<file path="src/rtl/br_predictor.sv">
// Branch predictor: direct-mapped BTB plus a table of 2-bit saturating counters,
// indexed bimodally (MODE 0) or gshare-style (MODE 1), trained from decode.
module br_predictor #(
    parameter int width    = 32,
    parameter int IDX_BITS = 6,
    parameter int TAG_BITS = 8,
    parameter int GHR_BITS = 4,
    parameter int MODE     = 0
) (
    input  logic                clk,
    input  logic                rst,
    input  logic                IF_valid_i,
    input  logic [width-1:0]    IF_pc_i,
    output logic                IF_pred_taken_o,
    output logic                IF_btb_hit_o,
    output logic [width-1:0]    IF_pred_target_o,
    output logic [GHR_BITS-1:0] IF_ghr_o,
    input  logic                ID_upd_valid_i,
    input  logic [width-1:0]    ID_upd_pc_i,
    input  logic [GHR_BITS-1:0] ID_upd_ghr_i,
    input  logic                ID_upd_is_br_i,
    input  logic                ID_upd_is_jump_i,
    input  logic                ID_upd_taken_i,
    input  logic [width-1:0]    ID_upd_target_i,
    input  logic                ID_upd_mispred_i,
    output logic [31:0]         perf_br_o,
    output logic [31:0]         perf_mispred_o
);

    localparam int ENTRIES = 1 << IDX_BITS;
    localparam logic [width-1:0] PC_STEP = width'(32'd4);

    typedef logic [IDX_BITS-1:0] idx_t;

    logic                btb_valid_q [ENTRIES];
    logic [TAG_BITS-1:0] btb_tag_q   [ENTRIES];
    logic [width-1:0]    btb_tgt_q   [ENTRIES];
    logic                btb_jmp_q   [ENTRIES];
    logic [1:0]          ctr_q       [ENTRIES];

    logic [GHR_BITS-1:0] ghr_q, ghr_d;
    logic [31:0]         perf_br_q, perf_br_d;
    logic [31:0]         perf_mis_q, perf_mis_d;

    idx_t                lk_idx_s, lk_cidx_s;
    logic [TAG_BITS-1:0] lk_tag_s;
    logic                lk_hit_s, lk_taken_s;
    logic [width-1:0]    lk_target_s;

    idx_t                up_idx_s, up_cidx_s;
    logic [TAG_BITS-1:0] up_tag_s;
    logic                up_br_s, up_jmp_s, btb_we_s;
    logic [1:0]          ctr_d;
    logic                unused_ok_s;

    function automatic idx_t ctr_index(input idx_t base, input logic [GHR_BITS-1:0] ghr);
        idx_t r;
        if (MODE == 1) begin
            r = base ^ idx_t'(ghr);
        end else begin
            r = base;
        end
        return r;
    endfunction

    function automatic logic [1:0] ctr_step(input logic [1:0] c, input logic up);
        logic [1:0] r;
        if (up) begin
            if (c != 2'b11) r = c + 2'b01;
            else            r = c;
        end else begin
            if (c != 2'b00) r = c - 2'b01;
            else            r = c;
        end
        return r;
    endfunction

    function automatic logic [31:0] sat_inc(input logic [31:0] v);
        logic [31:0] r;
        if (v != 32'hFFFF_FFFF) r = v + 32'd1;
        else                    r = v;
        return r;
    endfunction

    // Fetch lookup, purely combinational from registered state (no update bypass)
    always_comb begin
        lk_idx_s   = IF_pc_i[IDX_BITS+1:2];
        lk_tag_s   = IF_pc_i[IDX_BITS+TAG_BITS+1:IDX_BITS+2];
        lk_cidx_s  = ctr_index(lk_idx_s, ghr_q);
        lk_hit_s   = IF_valid_i & btb_valid_q[lk_idx_s] & (btb_tag_q[lk_idx_s] == lk_tag_s);
        lk_taken_s = lk_hit_s & (btb_jmp_q[lk_idx_s] | ctr_q[lk_cidx_s][1]);
        if (lk_taken_s) begin
            lk_target_s = btb_tgt_q[lk_idx_s];
        end else begin
            lk_target_s = IF_pc_i + PC_STEP;
        end
    end

    // Resolution decode and next-state for counters, history and perf counters
    always_comb begin
        up_idx_s   = ID_upd_pc_i[IDX_BITS+1:2];
        up_tag_s   = ID_upd_pc_i[IDX_BITS+TAG_BITS+1:IDX_BITS+2];
        up_cidx_s  = ctr_index(up_idx_s, ID_upd_ghr_i);
        up_br_s    = ID_upd_valid_i & ID_upd_is_br_i;
        up_jmp_s   = ID_upd_valid_i & ~ID_upd_is_br_i & ID_upd_is_jump_i;
        btb_we_s   = (up_br_s | up_jmp_s) & ID_upd_taken_i;
        ctr_d      = ctr_step(ctr_q[up_cidx_s], ID_upd_taken_i);
        ghr_d      = ghr_q;
        perf_br_d  = perf_br_q;
        perf_mis_d = perf_mis_q;
        if (up_br_s && (MODE == 1)) begin
            ghr_d = GHR_BITS'({ghr_q, ID_upd_taken_i});
        end else begin
            ghr_d = ghr_q;
        end
        if (up_br_s) begin
            perf_br_d = sat_inc(perf_br_q);
        end else begin
            perf_br_d = perf_br_q;
        end
        // Updates that are neither branch nor jump are no-ops, perf counters included
        if ((up_br_s | up_jmp_s) && ID_upd_mispred_i) begin
            perf_mis_d = sat_inc(perf_mis_q);
        end else begin
            perf_mis_d = perf_mis_q;
        end
    end

    // Valid bits, counters, history and perf counters with synchronous reset
    always_ff @(posedge clk) begin
        if (!rst) begin
            for (int i = 0; i < ENTRIES; i++) begin
                btb_valid_q[i] <= 1'b0;
                ctr_q[i]       <= 2'b01;
            end
            ghr_q      <= {GHR_BITS{1'b0}};
            perf_br_q  <= 32'd0;
            perf_mis_q <= 32'd0;
        end else begin
            if (btb_we_s) begin
                btb_valid_q[up_idx_s] <= 1'b1;
            end
            if (up_br_s) begin
                ctr_q[up_cidx_s] <= ctr_d;
            end
            ghr_q      <= ghr_d;
            perf_br_q  <= perf_br_d;
            perf_mis_q <= perf_mis_d;
        end
    end

    // BTB payload is only meaningful behind a set valid bit, so it carries no reset
    always_ff @(posedge clk) begin
        if (rst && btb_we_s) begin
            btb_tag_q[up_idx_s] <= up_tag_s;
            btb_tgt_q[up_idx_s] <= ID_upd_target_i;
            btb_jmp_q[up_idx_s] <= up_jmp_s;
        end
    end

    assign unused_ok_s      = ^ID_upd_pc_i;
    assign IF_btb_hit_o     = lk_hit_s;
    assign IF_pred_taken_o  = lk_taken_s;
    assign IF_pred_target_o = lk_target_s;
    assign IF_ghr_o         = ghr_q;
    assign perf_br_o        = perf_br_q;
    assign perf_mispred_o   = perf_mis_q;

endmodule

</file>
<file path="config.mk">
export PLATFORM = sky130hd
export DESIGN_NAME = br_predictor
export DESIGN_NICKNAME = d
export VERILOG_FILES = /design/src/rtl/br_predictor.sv
export SDC_FILE = /design/constraint.sdc
export NUM_CORES = 2
export LEC_CHECK = 0
export CAP_MARGIN = 20
export CORE_UTILIZATION = 30
export CTS_CLUSTER_DIAMETER = 80
export CTS_CLUSTER_SIZE = 25
export DETAILED_ROUTE_END_ITERATION = 7
export GPL_ROUTABILITY_DRIVEN = 0
export GPL_TIMING_DRIVEN = 1
export PLACE_DENSITY_LB_ADDON = 0.05
export SYNTH_ARGS = -nofsm -noshare
export SYNTH_HDL_FRONTEND = slang
export SYNTH_SLANG_ARGS = --single-unit
</file>
<file path="constraint.sdc">
create_clock -name clk -period 7.15 [get_ports clk]
set_input_delay 1.43 -clock clk [delete_from_list [all_inputs] [get_ports clk]]
set_output_delay 1.43 -clock clk [all_outputs]
set_load 0.02 [all_outputs]
</file>
**Yosys cells after proc, flatten, opt, wreduce, memory -nomap -nowiden**

Memories as Yosys holds them, arrays and structs flattened.
Index checks and enable logic that the tools add are counted.

- Memory bits (writable): 2816
- Input bits: 108
- Logic and storage cells: 52
- ROM bits: 0
- Bits in latches: 0
- Memories kept: 5
- Register bits after elaboration: 64

- $add $sub $neg: 5
- Bitwise operators: 10
- Div/mod/pow operators: 0
- Reductions and logical operators: 7
- Multiply operators: 0
- Order comparisons: 0
- Equality and inequality tests: 4
- Shifts and indexed selects: 0
- Muxes and demuxes: 19

Memories:

| name | words | width | rd ports | clocked after Yosys merged registers in | write ports | RTL line | source |
|---|---|---|---|---|---|---|---|
| btb_tgt_q | 64 | 32 | 1 | 0 | 1 | 37 | `logic [width-1:0] btb_tgt_q [ENTRIES];` |
| btb_tag_q | 64 | 8 | 1 | 0 | 1 | 36 | `logic [TAG_BITS-1:0] btb_tag_q [ENTRIES];` |
| ctr_q | 64 | 2 | 2 | 0 | 64 | 39 | `logic [1:0] ctr_q [ENTRIES];` |
| btb_jmp_q | 64 | 1 | 1 | 0 | 1 | 38 | `logic btb_jmp_q [ENTRIES];` |
| btb_valid_q | 64 | 1 | 1 | 0 | 64 | 35 | `logic btb_valid_q [ENTRIES];` |

Operators with widths:

| operator | count |
|---|---|
| 32-bit by 1-bit adder with 32-bit output (second input constant) | 2 |
| 32-bit inequality test (second input constant) | 2 |
| 32-bit by 3-bit adder with 32-bit output (second input constant) | 1 |
| 32-bit two-way mux | 1 |
| 1-bit two-way mux | 12 |
| 6-bit two-way mux | 2 |
| 8-bit == test | 1 |
| 2-bit two-way mux | 4 |
| 1-bit AND | 7 |
| 2-bit AND reduction | 2 |
| 2-bit by 1-bit adder with 2-bit output (second input constant) | 1 |
| 1-bit logical AND | 2 |
| 2-bit inequality test (second input constant) | 1 |
| 1-bit OR | 2 |
| 2-bit nonzero test | 1 |
| 2-bit OR reduction | 1 |
| 2-bit by 1-bit subtractor with 2-bit output (second input constant) | 1 |
| 1-bit inverter | 1 |
| 1-bit OR reduction | 1 |

**Longest topological paths before layout**

- Depth after elaboration: 10
- Mapped depth: 16
- Depth with buffers taken out: 10

**Least setup slack after synthesis**

OpenSTA, ideal clock, no wires.

- Path type: input-to-output
- From: input IF_pc_i[2]
- To: output IF_pred_target_o[14]
- Buffers on the path: 8
- Cell stages on the path: 13
- Path slack: 0.949 ns
- Data arrival time: 4.771 ns
- Cell sequence: buf_4 > buf_4 > buf_4 > buf_4 > buf_2 > clkbuf_1 > buf_2 > buf_2 > mux4_2 > mux4_2 > o22ai_1 > a21oi_1 > mux2_1

- Word-level cells in the longest chain between the ends: 5
- Elaborated cells between the ends (all ways): 12
- Those cells by class: 1 x add/sub; 1 x eq/ne; 1 x mux; 4 x bitwise; 5 x memory

Ends and longest elaborated chain:

| what | RTL line | source |
|---|---|---|
| start, declared | 13 | `input logic [width-1:0] IF_pc_i,` |
| memory 64 x 8 bit / memory 64 x 1 bit (equally long branches) | - |  |
| 8-bit == test / 1-bit AND (equally long branches) | 90 | `lk_hit_s = IF_valid_i & btb_valid_q[lk_idx_s] & (btb_tag_q[lk_idx_s] == lk_tag_s);` |
| 1-bit AND | 90 |  |
| 1-bit AND | 91 | `lk_taken_s = lk_hit_s & (btb_jmp_q[lk_idx_s] \| ctr_q[lk_cidx_s][1]);` |
| 32-bit two-way mux * | 92 | `if (lk_taken_s) begin` |
| end, declared | 16 | `output logic [width-1:0] IF_pred_target_o,` |

Mark *: on every way between the ends. The rest lies on a longest branch, timed or not.

**Worst setup path in the final report**

- From: input IF_pc_i[6]
- To: output IF_pred_target_o[31]

Same word-level chain as after synthesis.

==> impl_metrics.py <==
metrics = {
    "timing": {
        "slew-limit-headroom_pct": 21.7,
        "rsz0062_at_grt": "false",
        "fin_skew_ns": 0.0360,
        "period_needed_ns": 7.03,
        "finalCritPeriodShare_pct": 98.3,
        "clock.fmax_ghz": 0.142,
        "maxSlewViolCount": 0,
        "finalSetupViolCount": 0,
        "hold_viol_final": 0,
        "tightest_slew_ns": 1.17,
        "setup_tns_ns": 0,
    },
    "run_status": {
        "status": "finished, violations left",
        "violations": "DRC",
    },
    "global_routing": {
        "grt-ovfl-total": 0,
        "grt_pass1_vias": 57796,
        "grt_max_degree": 83,
        "grt_pass1_wl_um": 528000,
        "antenna_found_initial": 41,
        "grtUsageTotal_pct": 20.7,
    },
    "setup_path": {
        "r2r_start": "ctr_q[10][0]",
        "reg2reg_slack_ns": 3.58,
        "cp.arrival_ns": 5.60,
        "path_cells": "buf_6, buf_12, nor2b_1, a21boi_0, a21oi_2, buf_4, nand4_1, xnor2_1, or4_1, nor3_4, buf_12, buf_12, mux2_2, clkdlybuf4s50_1",
        "critPathSlowestCell": "nor2b_1",
        "end_kind": "output pin",
        "startpoint_type": "primary input",
        "timing.rr.end": "ctr_q[59][1]",
        "path_class": "in -> out",
        "cp_data_required_time_ns": 5.72,
        "cpMostUsedCell": "buf_12",
        "cp_max_fo": 22,
        "reg2reg_depth": 8,
        "critPathMaxStageDelay_ns": 0.78,
    },
    "placement": {
        "portBuffers": 183,
        "placed_area_sq_um": 123000,
        "dp.final_hpwl_um": 226000,
    },
    "pwr": {
        "p_per_area_nw_per_um2": 246,
        "vdd_drop_max_v": 0.000189,
        "p_leak_nw": 39.7,
    },
    "clock_tree": {
        "cts.sinks": 2880,
        "clkLatencyLatePin_ns": 0.93,
        "cts_tree": "yes",
        "cts-htree-levels": 4,
        "cts_buffer_depth": 4,
        "clk_pin_slew_ns": 0.07,
        "clockRootBuffer": "clkbuf_16",
        "numCtsBuffers": 174,
    },
    "synthesis": {
        "yosysTopAreaCellShare_pct": 73.5,
        "synth_edf_count": 2752,
        "synth.avg_cell_area_sq_um": 21.2,
        "syn_inst": 5301,
        "ys_ff_latch": 2880,
        "syn_area_sq_um": 112000,
        "synth_area_leaders": "edfxtp_1, mux4_2, dfxtp_1, mux2i_1, nor2_1",
        "ys_warn_count": 0,
        "synth_top_area_cell": "edfxtp_1",
        "ys_async_sr_fraction_pct": 0,
        "synth_ff_type": "edfxtp_1",
        "synth_cell_types": 68,
        "ys_seq_area_share_pct": 75.8,
    },
    "detailed_routing": {
        "drtIter0Drc": 6198,
        "ant_nets": 0,
        "first_pass_iters": 8,
        "vias": 57004,
        "drt-wirelength-per-cell_um": 36.4,
        "drc_errors": 12,
        "wl_um": 394000,
        "avgViaCountPerCell": 5.27,
    },
    "cells_and_area": {
        "final_cell_mix": "edfxtp_1, mux4_2, buf_4",
        "area.growth.synth_to_final_pct": 15.1,
        "drive_gt1_share_pct": 27.7,
        "design_area_sq_um": 129000,
        "nets": 5824,
        "final_common_cell": "edfxtp_1",
        "fillers": 34731,
    },
    "floorplanning": {
        "row_count": 224,
        "initial_utilization_pct": 30.2,
        "core_area_sq_um": 372000,
        "die_x_um": 614,
        "dieArea_sq_um": 377000,
        "ios": 210,
        "die_h_um": 614,
    },
    "worst_hold_path": {
        "hold_path.class": "reg -> reg",
        "hp-start": "btb_valid_q[5]",
        "whs_path_depth": 1,
        "hold_end": "btb_valid_q[5]",
    },
    "flow_run": {
        "maxCapViolCount": 0,
    },
}
[cell type report]
type | count | area (sq um) | area share (%)
clock inverters | 124 | 1380 | 1.07
inverters | 9 | 36.3 | 0.0281
clock buffers | 184 | 4440 | 3.44
multi-input cells | 2086 | 26200 | 20.2
repair buffers | 562 | 5820 | 4.50
diodes | 9 | 22.5 | 0.0174
flip-flops and latches | 2880 | 85200 | 65.9
well taps | 4972 | 6220 | 4.81
[power breakdown]
group / internal (mW) / total, mW / leakage, nW / switching (mW)
sequential: 18.5 / 18.5 / 25.7 / 0.0238
combinational: 0.738 / 1.90 / 11.2 / 1.17
clock: 5.06 / 11.5 / 2.83 / 6.40
total: 24.3 / 31.9 / 39.7 / 7.59
[worst max path at each step]
stage                          start                   end  slack (ns)  depth (start not counted)
after floorplan           IF_pc_i[2]  IF_pred_target_o[14]        0.95                         13
after global placement    IF_pc_i[3]  IF_pred_target_o[23]       -0.42                         16
after detailed placement  IF_pc_i[3]  IF_pred_target_o[23]       -0.40                         16
after CTS                 IF_pc_i[3]  IF_pred_target_o[20]       0.009                         14
after global routing      IF_pc_i[4]  IF_pred_target_o[31]      0.0001                         16
final                     IF_pc_i[6]  IF_pred_target_o[31]        0.12                         14
[cell families (layout without fill, tap and decap cells)]
family | after synthesis | in the layout | share of synthesized area (%)
buffers and inverters | 338 | 879 | 1.36
and+or+nand+nor | 689 | 689 | 3.00
AOI/OAI and AO/OA | 394 | 394 | 2.40
xor gates and xnor gates | 95 | 95 | 0.741
DFF | 2880 | 2880 | 75.8
adders and majority gates | 5 | 5 | 0.0512
other | 1 | 13 | 0.00334
muxes | 899 | 899 | 16.6
[sequential cells by signal (all words and copies together), names as in the netlist]
register and count:
btb_tgt_q 2048, btb_tag_q 512, ctr_q 128, btb_jmp_q 64
btb_valid_q 64, perf_br_o 32, perf_mispred_o 32
[synthesized netlist by cell type, types with 24 or more instances]
cell type,count
nor2_1,183
buf_4,25
nand2_1,126
nand4_1,24
mux4_2,769
a31oi_1,32
clkbuf_1,163
nor3_1,103
buf_2,97
xor2_1,53
a211oi_1,35
a21oi_1,30
buf_1,38
edfxtp_1,2752
dfxtp_1,128
mux2i_1,94
o21ai_0,85
a21o_1,65
and3_1,29
xnor2_1,42
nand3_1,91
a22oi_1,53
nor2b_1,28
mux2_2,24
[routing by layer]
metal	share of wire (%)	up-vias	track usage, %
li1	-	22992	-
met4	1.7	6	3.57
met5	0.0099	-	0
met3	4.6	317	2.17
met1	45	32197	30.0
met2	48	1492	34.2
[worst max-delay path: cells and delay by family]
kind	cells	cell delay [ns]
simple gates	4	1.53
buf+inv	6	1.59
mux	1	0.35
xor+xnor	1	0.11
compound gates	2	0.46
[metrics by stage]
step	hold WS (ns)	power, mW	std cells	setup WS [ns]	util, %
2_1_floorplan	0.421	19.9	5304	0.949	-
3_3_place_gp	0.428	20.8	10470	-0.420	32.9
3_5_place_dp	0.435	20.8	10472	-0.396	32.9
4_1_cts	0.456	32.3	10781	0.00869	34.5
5_1_grt	0.471	32.9	10818	0.000130	34.7
6_report	0.451	31.9	10826	0.122	34.7
[what timing repair did]
item	in CTS	in global routing
cloned	1	0
hold buffers	0	0
setup endpoints to repair	29	14
resized for setup	6	13
buffers inserted	0	8
Note: power is estimated with default switching activity, not from simulation.
